===== config.mk =====
export PLATFORM = sky130hd
export DESIGN_NAME = pipe_load_ctrl
export DESIGN_NICKNAME = d
export VERILOG_FILES = /design/src/rtl/pipe_load_ctrl.sv
export SDC_FILE = /design/constraint.sdc
export NUM_CORES = 1
export LEC_CHECK = 0
export ABC_CLOCK_PERIOD_IN_PS = 3100
export CAP_MARGIN = 20
export CORE_AREA = 2 2 56 58
export CTS_CLUSTER_DIAMETER = 100
export DETAILED_ROUTE_END_ITERATION = 8
export DIE_AREA = 0 0 58 60
export HOLD_SLACK_MARGIN = 0.08
export PLACE_DENSITY = 0.79
export RECOVER_POWER = 50
export SLEW_MARGIN = 15
export SYNTH_ARGS = -nofsm -noshare
export SYNTH_HDL_FRONTEND = slang
export SYNTH_SLANG_ARGS = --single-unit

===== constraint.sdc =====
create_clock -name sys_clk -period 3.1 [get_ports sys_clk]
set_clock_uncertainty 0.2 [all_clocks]
set_input_delay 0.465 -clock sys_clk [delete_from_list [all_inputs] [get_ports sys_clk]]
set_output_delay 0.465 -clock sys_clk [all_outputs]
set_load 0.02 [all_outputs]

===== src/rtl/pipe_load_ctrl.sv =====
// Handshake controller for an N-stage delay-line pipeline: per-stage load enables
// with bubble collapsing, flush, occupancy tracking and a saturating stall counter.
module pipe_load_ctrl #(
    parameter int PIPELINE_STAGE  = 5,
    parameter int OCC_WIDTH       = 3,
    parameter int STALL_CNT_WIDTH = 16
) (
    input  logic                       sys_clk,
    input  logic                       rst,
    input  logic                       in_valid_i,
    output logic                       in_ready_o,
    input  logic                       out_ready_i,
    output logic                       out_valid_o,
    input  logic                       flush_i,
    output logic [PIPELINE_STAGE-1:0]  pipeLoad_en_o,
    output logic [PIPELINE_STAGE-1:0]  stage_valid_o,
    output logic [OCC_WIDTH-1:0]       occupancy_o,
    output logic [STALL_CNT_WIDTH-1:0] stall_cnt_o
);
    localparam int N = PIPELINE_STAGE;

    logic [N-1:0]               valid_q, valid_d;
    logic [N-1:0]               rdy;
    logic [N-1:0]               up_v;
    logic [N-1:0]               en;
    logic [OCC_WIDTH-1:0]       occ_q, occ_d;
    logic [STALL_CNT_WIDTH-1:0] stall_q, stall_d;
    logic                       block;

    // Nothing moves while reset or flush is asserted.
    assign block = rst | flush_i;

    // Ready ripples back from the output so an empty stage always accepts.
    always_comb begin
        rdy        = '0;
        rdy[N-1]   = out_ready_i | ~valid_q[N-1];
        for (int k = N - 2; k >= 0; k--) begin
            rdy[k] = ~valid_q[k] | rdy[k+1];
        end
    end

    for (genvar gi = 0; gi < N; gi++) begin : g_stage
        if (gi == 0) begin : g_head
            assign up_v[gi] = in_valid_i;
        end else begin : g_body
            assign up_v[gi] = valid_q[gi-1];
        end
        assign en[gi]      = rdy[gi] & up_v[gi] & ~block;
        assign valid_d[gi] = flush_i ? 1'b0 : (rdy[gi] ? up_v[gi] : valid_q[gi]);
    end

    always_comb begin
        occ_d = '0;
        for (int k = 0; k < N; k++) begin
            occ_d = occ_d + OCC_WIDTH'(valid_d[k]);
        end
    end

    always_comb begin
        stall_d = stall_q;
        if (!flush_i && valid_q[N-1] && !out_ready_i && (stall_q != '1)) begin
            stall_d = stall_q + STALL_CNT_WIDTH'(1);
        end
    end

    always_ff @(posedge sys_clk) begin
        if (rst) begin
            valid_q <= '0;
            occ_q   <= '0;
            stall_q <= '0;
        end else begin
            valid_q <= valid_d;
            occ_q   <= occ_d;
            stall_q <= stall_d;
        end
    end

    assign pipeLoad_en_o = en;
    assign in_ready_o    = rdy[0] & ~block;
    assign out_valid_o   = valid_q[N-1] & ~rst;
    assign stage_valid_o = valid_q;
    assign occupancy_o   = occ_q;
    assign stall_cnt_o   = stall_q;

endmodule


==> results_tabular.tex <==
\begin{tabular}{lr}
\hline
Metric & Value \\
\hline
\multicolumn{2}{l}{\textbf{Outcome}} \\
\quad Result of the run & complete, no violations \\
\multicolumn{2}{l}{\textbf{Synth}} \\
\quad Post-synthesis cell type count & 34 \\
\quad Synthesized cell area & 0.00125 mm\^{}2 \\
\quad Syn\_nets & 159 \\
\quad Share of flip-flops with an asynchronous set or reset & 0 \\
\quad Synth warn & 0 \\
\quad FF+latch count, synth & 24 \\
\quad Most common flop cell mapped by yosys & sky130\_fd\_sc\_hd\_\_dfxtp\_1 \\
\quad Avg Synthesized Cell Area & 8.32 um\^{}2 \\
\quad Number of cells produced by synthesis & 150 \\
\quad Number of synthesized flops with an enable pin & 0 \\
\quad Sequential cell area fraction in the yosys report & 0.385 \\
\multicolumn{2}{l}{\textbf{Hold path}} \\
\quad Classification of the worst-slack hold path & flip-flop to flip-flop \\
\multicolumn{2}{l}{\textbf{Die}} \\
\quad Area of the die & about 0.0035 mm\^{}2 \\
\quad Num rows & 20 \\
\quad Horizontal extent of the die & 58 um \\
\quad Chip height & about 60 um \\
\quad Initial Utilization & 0.430 \\
\quad Number of top-level pins & 36 \\
\quad Core Region & 0.00290 mm\^{}2 \\
\multicolumn{2}{l}{\textbf{Placement}} \\
\quad Number of buffers added on ports & 35 \\
\quad HPWL reported at the end of detailed placement & 2.28 mm \\
\quad Routability congestion estimate & between 0.8 and 0.9 \\
\quad Cell area after placement & between 0.0015 and 0.002 mm\^{}2 \\
\multicolumn{2}{l}{\textbf{Global routing}} \\
\quad Global-route wire length before repair & 5.00 mm \\
\quad Largest net degree at the start of global routing & 25 \\
\quad GRT overflow & 0 \\
\quad Number of global-route vias before repair & 1248 \\
\quad Overall global routing resource usage & 0.179 \\
\quad Initial antenna violation count & 0 \\
\multicolumn{2}{l}{\textbf{Power}} \\
\quad VDD IR-drop max & 0.134 mV \\
\quad Total power divided by cell area & 287 mW/mm\^{}2 \\
\quad Leak pwr & 0.611 nW \\
\multicolumn{2}{l}{\textbf{Critical path}} \\
\quad Slowest stage cell on the critical path & sky130\_fd\_sc\_hd\_\_clkdlybuf4s50\_1 \\
\quad CP required & 2.43 ns \\
\quad Largest fanout on the critical path & 3 \\
\quad Kind of cell adding the most delay to the critical path & buffers and inverters \\
\quad Worst endpoint data arrival time & 2.28 ns \\
\quad Sequence of cells on the critical path & clkdlybuf4s50\_1 > nor2b\_1 > and4\_1 > buf\_4 > a21oi\_1 > and2\_1 > clkdlybuf4s50\_1 \\
\quad Cell with the most instances on the worst path & sky130\_fd\_sc\_hd\_\_clkdlybuf4s50\_1 \\
\quad CP Class & input port to output port \\
\quad Buffer and inverter count on the worst path & 3 \\
\quad Setup crit start kind & input port \\
\quad Kind of end point of the critical path & output port \\
\quad Crit path largest cell delay & between 0.5 and 0.6 ns \\
\multicolumn{2}{l}{\textbf{Cells and area}} \\
\quad Area growth from synthesis to layout & 33.5\% \\
\quad Most common cell after layout, fill and taps aside & sky130\_fd\_sc\_hd\_\_dfxtp\_1 \\
\quad Antenna cells & 0 \\
\quad Final \#Nets & 202 \\
\quad Commonest non-fill, non-tap cells in the layout & sky130\_fd\_sc\_hd\_\_dfxtp\_1, sky130\_fd\_sc\_hd\_\_nor2\_1, sky130\_fd\_sc\_hd\_\_a21oi\_1, sky130\_fd\_sc\_hd\_\_clkdlybuf4s50\_1, sky130\_fd\_sc\_hd\_\_dlygate4sd3\_1 \\
\quad Fillers & 283 \\
\quad Area of all placed cells without fillers & 0.00167 mm\^{}2 \\
\quad Share of layout cells above drive strength 1 & 0.0785 \\
\quad Share of the core filled with cells & 0.574 \\
\multicolumn{2}{l}{\textbf{Clocking}} \\
\quad Post-CTS Setup Bufs & 0 \\
\quad Clk\_lat worst skew & 0.30 ns \\
\quad Number of hold-repair buffers added at the cts stage & 0 \\
\quad Post-CTS Resized & 0 \\
\quad Clock slew at reported path FFs & 0.12 ns \\
\quad Root Buffer Master & sky130\_fd\_sc\_hd\_\_clkbuf\_4 \\
\quad Clock Sink Count & 24 \\
\quad Clock buffer depth & 2 \\
\quad Clock buffer count from CTS & 3 \\
\quad Number of H-tree levels & 1 \\
\quad TritonCTS clock tree & yes \\
\multicolumn{2}{l}{\textbf{STA}} \\
\quad Total negative slack for setup checks & 0 ns \\
\quad Final-layout worst hold slack & approximately 0.32 ns \\
\quad Setup repair after global routing missed its margin & no \\
\quad Transition time at the pin with the least slew margin & 0.609 ns \\
\quad Number of setup violations in the final report & 0 \\
\quad Number of hold-slack violations in the final timing report & 0 \\
\quad Final worst path period need & 2.95 ns \\
\quad Pins over their slew limit & 0 \\
\quad Rel. slew slack & 0.590 \\
\quad Final cycle utilization of the critical path & 0.951 \\
\quad Max Freq & between 300 and 400 MHz \\
\multicolumn{2}{l}{\textbf{Drt}} \\
\quad Count of unresolved DRC violations after routing & 0 \\
\quad Top Layer Used & met4 \\
\quad Total met2 wirelength after detailed routing & approximately 1.5 mm \\
\quad Number of nets with antenna violations after routing & 0 \\
\quad Met3 routed WL & 182 um \\
\quad Met1 layer wirelength in the final routing & around 1.3 mm \\
\quad Total vias in the final route & 1260 \\
\quad Iteration count of the initial detailed-routing pass & 4 \\
\quad Initial DRC count & 38 \\
\quad WL per Instance & around 13 um \\
\quad Detail-routed via count per cell & 5.63 \\
\quad Wire length after detailed routing & $\sim$3.0 mm \\
\multicolumn{2}{l}{\textbf{Job}} \\
\quad Max\_cap viols & 0 \\
\hline
\end{tabular}
-- worst min-delay path, cell delays in order (launching register included) --
cell                      delay, ns
sky130_fd_sc_hd__dfxtp_1       0.36
sky130_fd_sc_hd__o31ai_1       0.07
sky130_fd_sc_hd__a21oi_1       0.05
-- cell type report --
cell class / count / area (um^2) / area share
Clock buffer: 3 / 22.5 / 0.0135
Inverter: 3 / 11.3 / 0.00676
Multi-Input combinational cell: 118 / 712 / 0.427
Sequential cell: 24 / 480 / 0.288
Tap cell: 33 / 41.3 / 0.0248
Timing Repair Buffer: 43 / 399 / 0.239
-- through the flow --
stage | instances | total power (W) | worst slack [ns]
4_1_cts | 224 | 0.000482 | 0.142
6_report | 224 | 0.000478 | 0.152
5_1_grt | 224 | 0.000497 | 0.0736
2_1_floorplan | 150 | 0.000338 | 0.368
3_5_place_dp | 221 | 0.000353 | -0.00982
3_3_place_gp | 221 | 0.000353 | 0.0588
-- kinds of logic after synthesis --
family,count (synthesis),synth area share
and+or+nand+nor,79,0.353
AOI/OAI and AO/OA,33,0.148
DFF,24,0.385
buffers and inverters,8,0.0451
adders and majority gates,4,0.0521
muxes,2,0.0170
-- layer usage --
layer  vias up  global-route usage
met5         -                   0
met4         0              0.0698
met3         4              0.0476
met2        35               0.317
met1       591               0.206
li1        630                   -
-- cells in the mapped netlist, types with 2 or more instances --
cell	number	area [um^2]
sky130_fd_sc_hd__dfxtp_1	24	480
sky130_fd_sc_hd__nor2_1	20	75.1
sky130_fd_sc_hd__a21oi_1	18	90.1
sky130_fd_sc_hd__nand2_1	8	30.0
sky130_fd_sc_hd__o21ai_0	8	40.0
sky130_fd_sc_hd__nand4_1	7	43.8
sky130_fd_sc_hd__nor2b_1	7	43.8
sky130_fd_sc_hd__or3_1	7	43.8
sky130_fd_sc_hd__nand3_1	6	30.0
sky130_fd_sc_hd__o31ai_1	5	37.5
sky130_fd_sc_hd__nor4_1	4	25.0
sky130_fd_sc_hd__and4_1	3	26.3
sky130_fd_sc_hd__inv_1	3	11.3
sky130_fd_sc_hd__or3_2	3	22.5
sky130_fd_sc_hd__or4_1	3	22.5
sky130_fd_sc_hd__and2_1	2	12.5
sky130_fd_sc_hd__and3_1	2	12.5
sky130_fd_sc_hd__buf_6	2	22.5
sky130_fd_sc_hd__fa_1	2	40.0
sky130_fd_sc_hd__ha_1	2	25.0
-- final timing paths --
path / startpoint / depth (start not counted) / end / slack, ns
setup / recovery: out_ready_i / 7 / pipeLoad_en_o[0] / 0.15
hold / removal: stall_cnt_o[15] / 2 / stall_cnt_o[15] / 0.32
setup reg to reg: stage_valid_o[4] / 8 / occupancy_o[1] / 0.55
hold reg to reg: stall_cnt_o[15] / 2 / stall_cnt_o[15] / 0.32
-- state kept, by name, summed over array words and instances (netlist names) --
signal and count:
stage_valid_o 5, stall_cnt_o 16, occupancy_o 3
-- power by group --
| part | total [W] | internal [W] | switching (W) |
|---|---|---|---|
| Clock | 0.000133 | 0.0000452 | 0.0000876 |
| Combinational | 0.0000335 | 0.0000149 | 0.0000186 |
| Sequential | 0.000311 | 0.000310 | 0.00000131 |
| Total | 0.000478 | 0.000370 | 0.000107 |
Power figures use the tool's default switching activity.
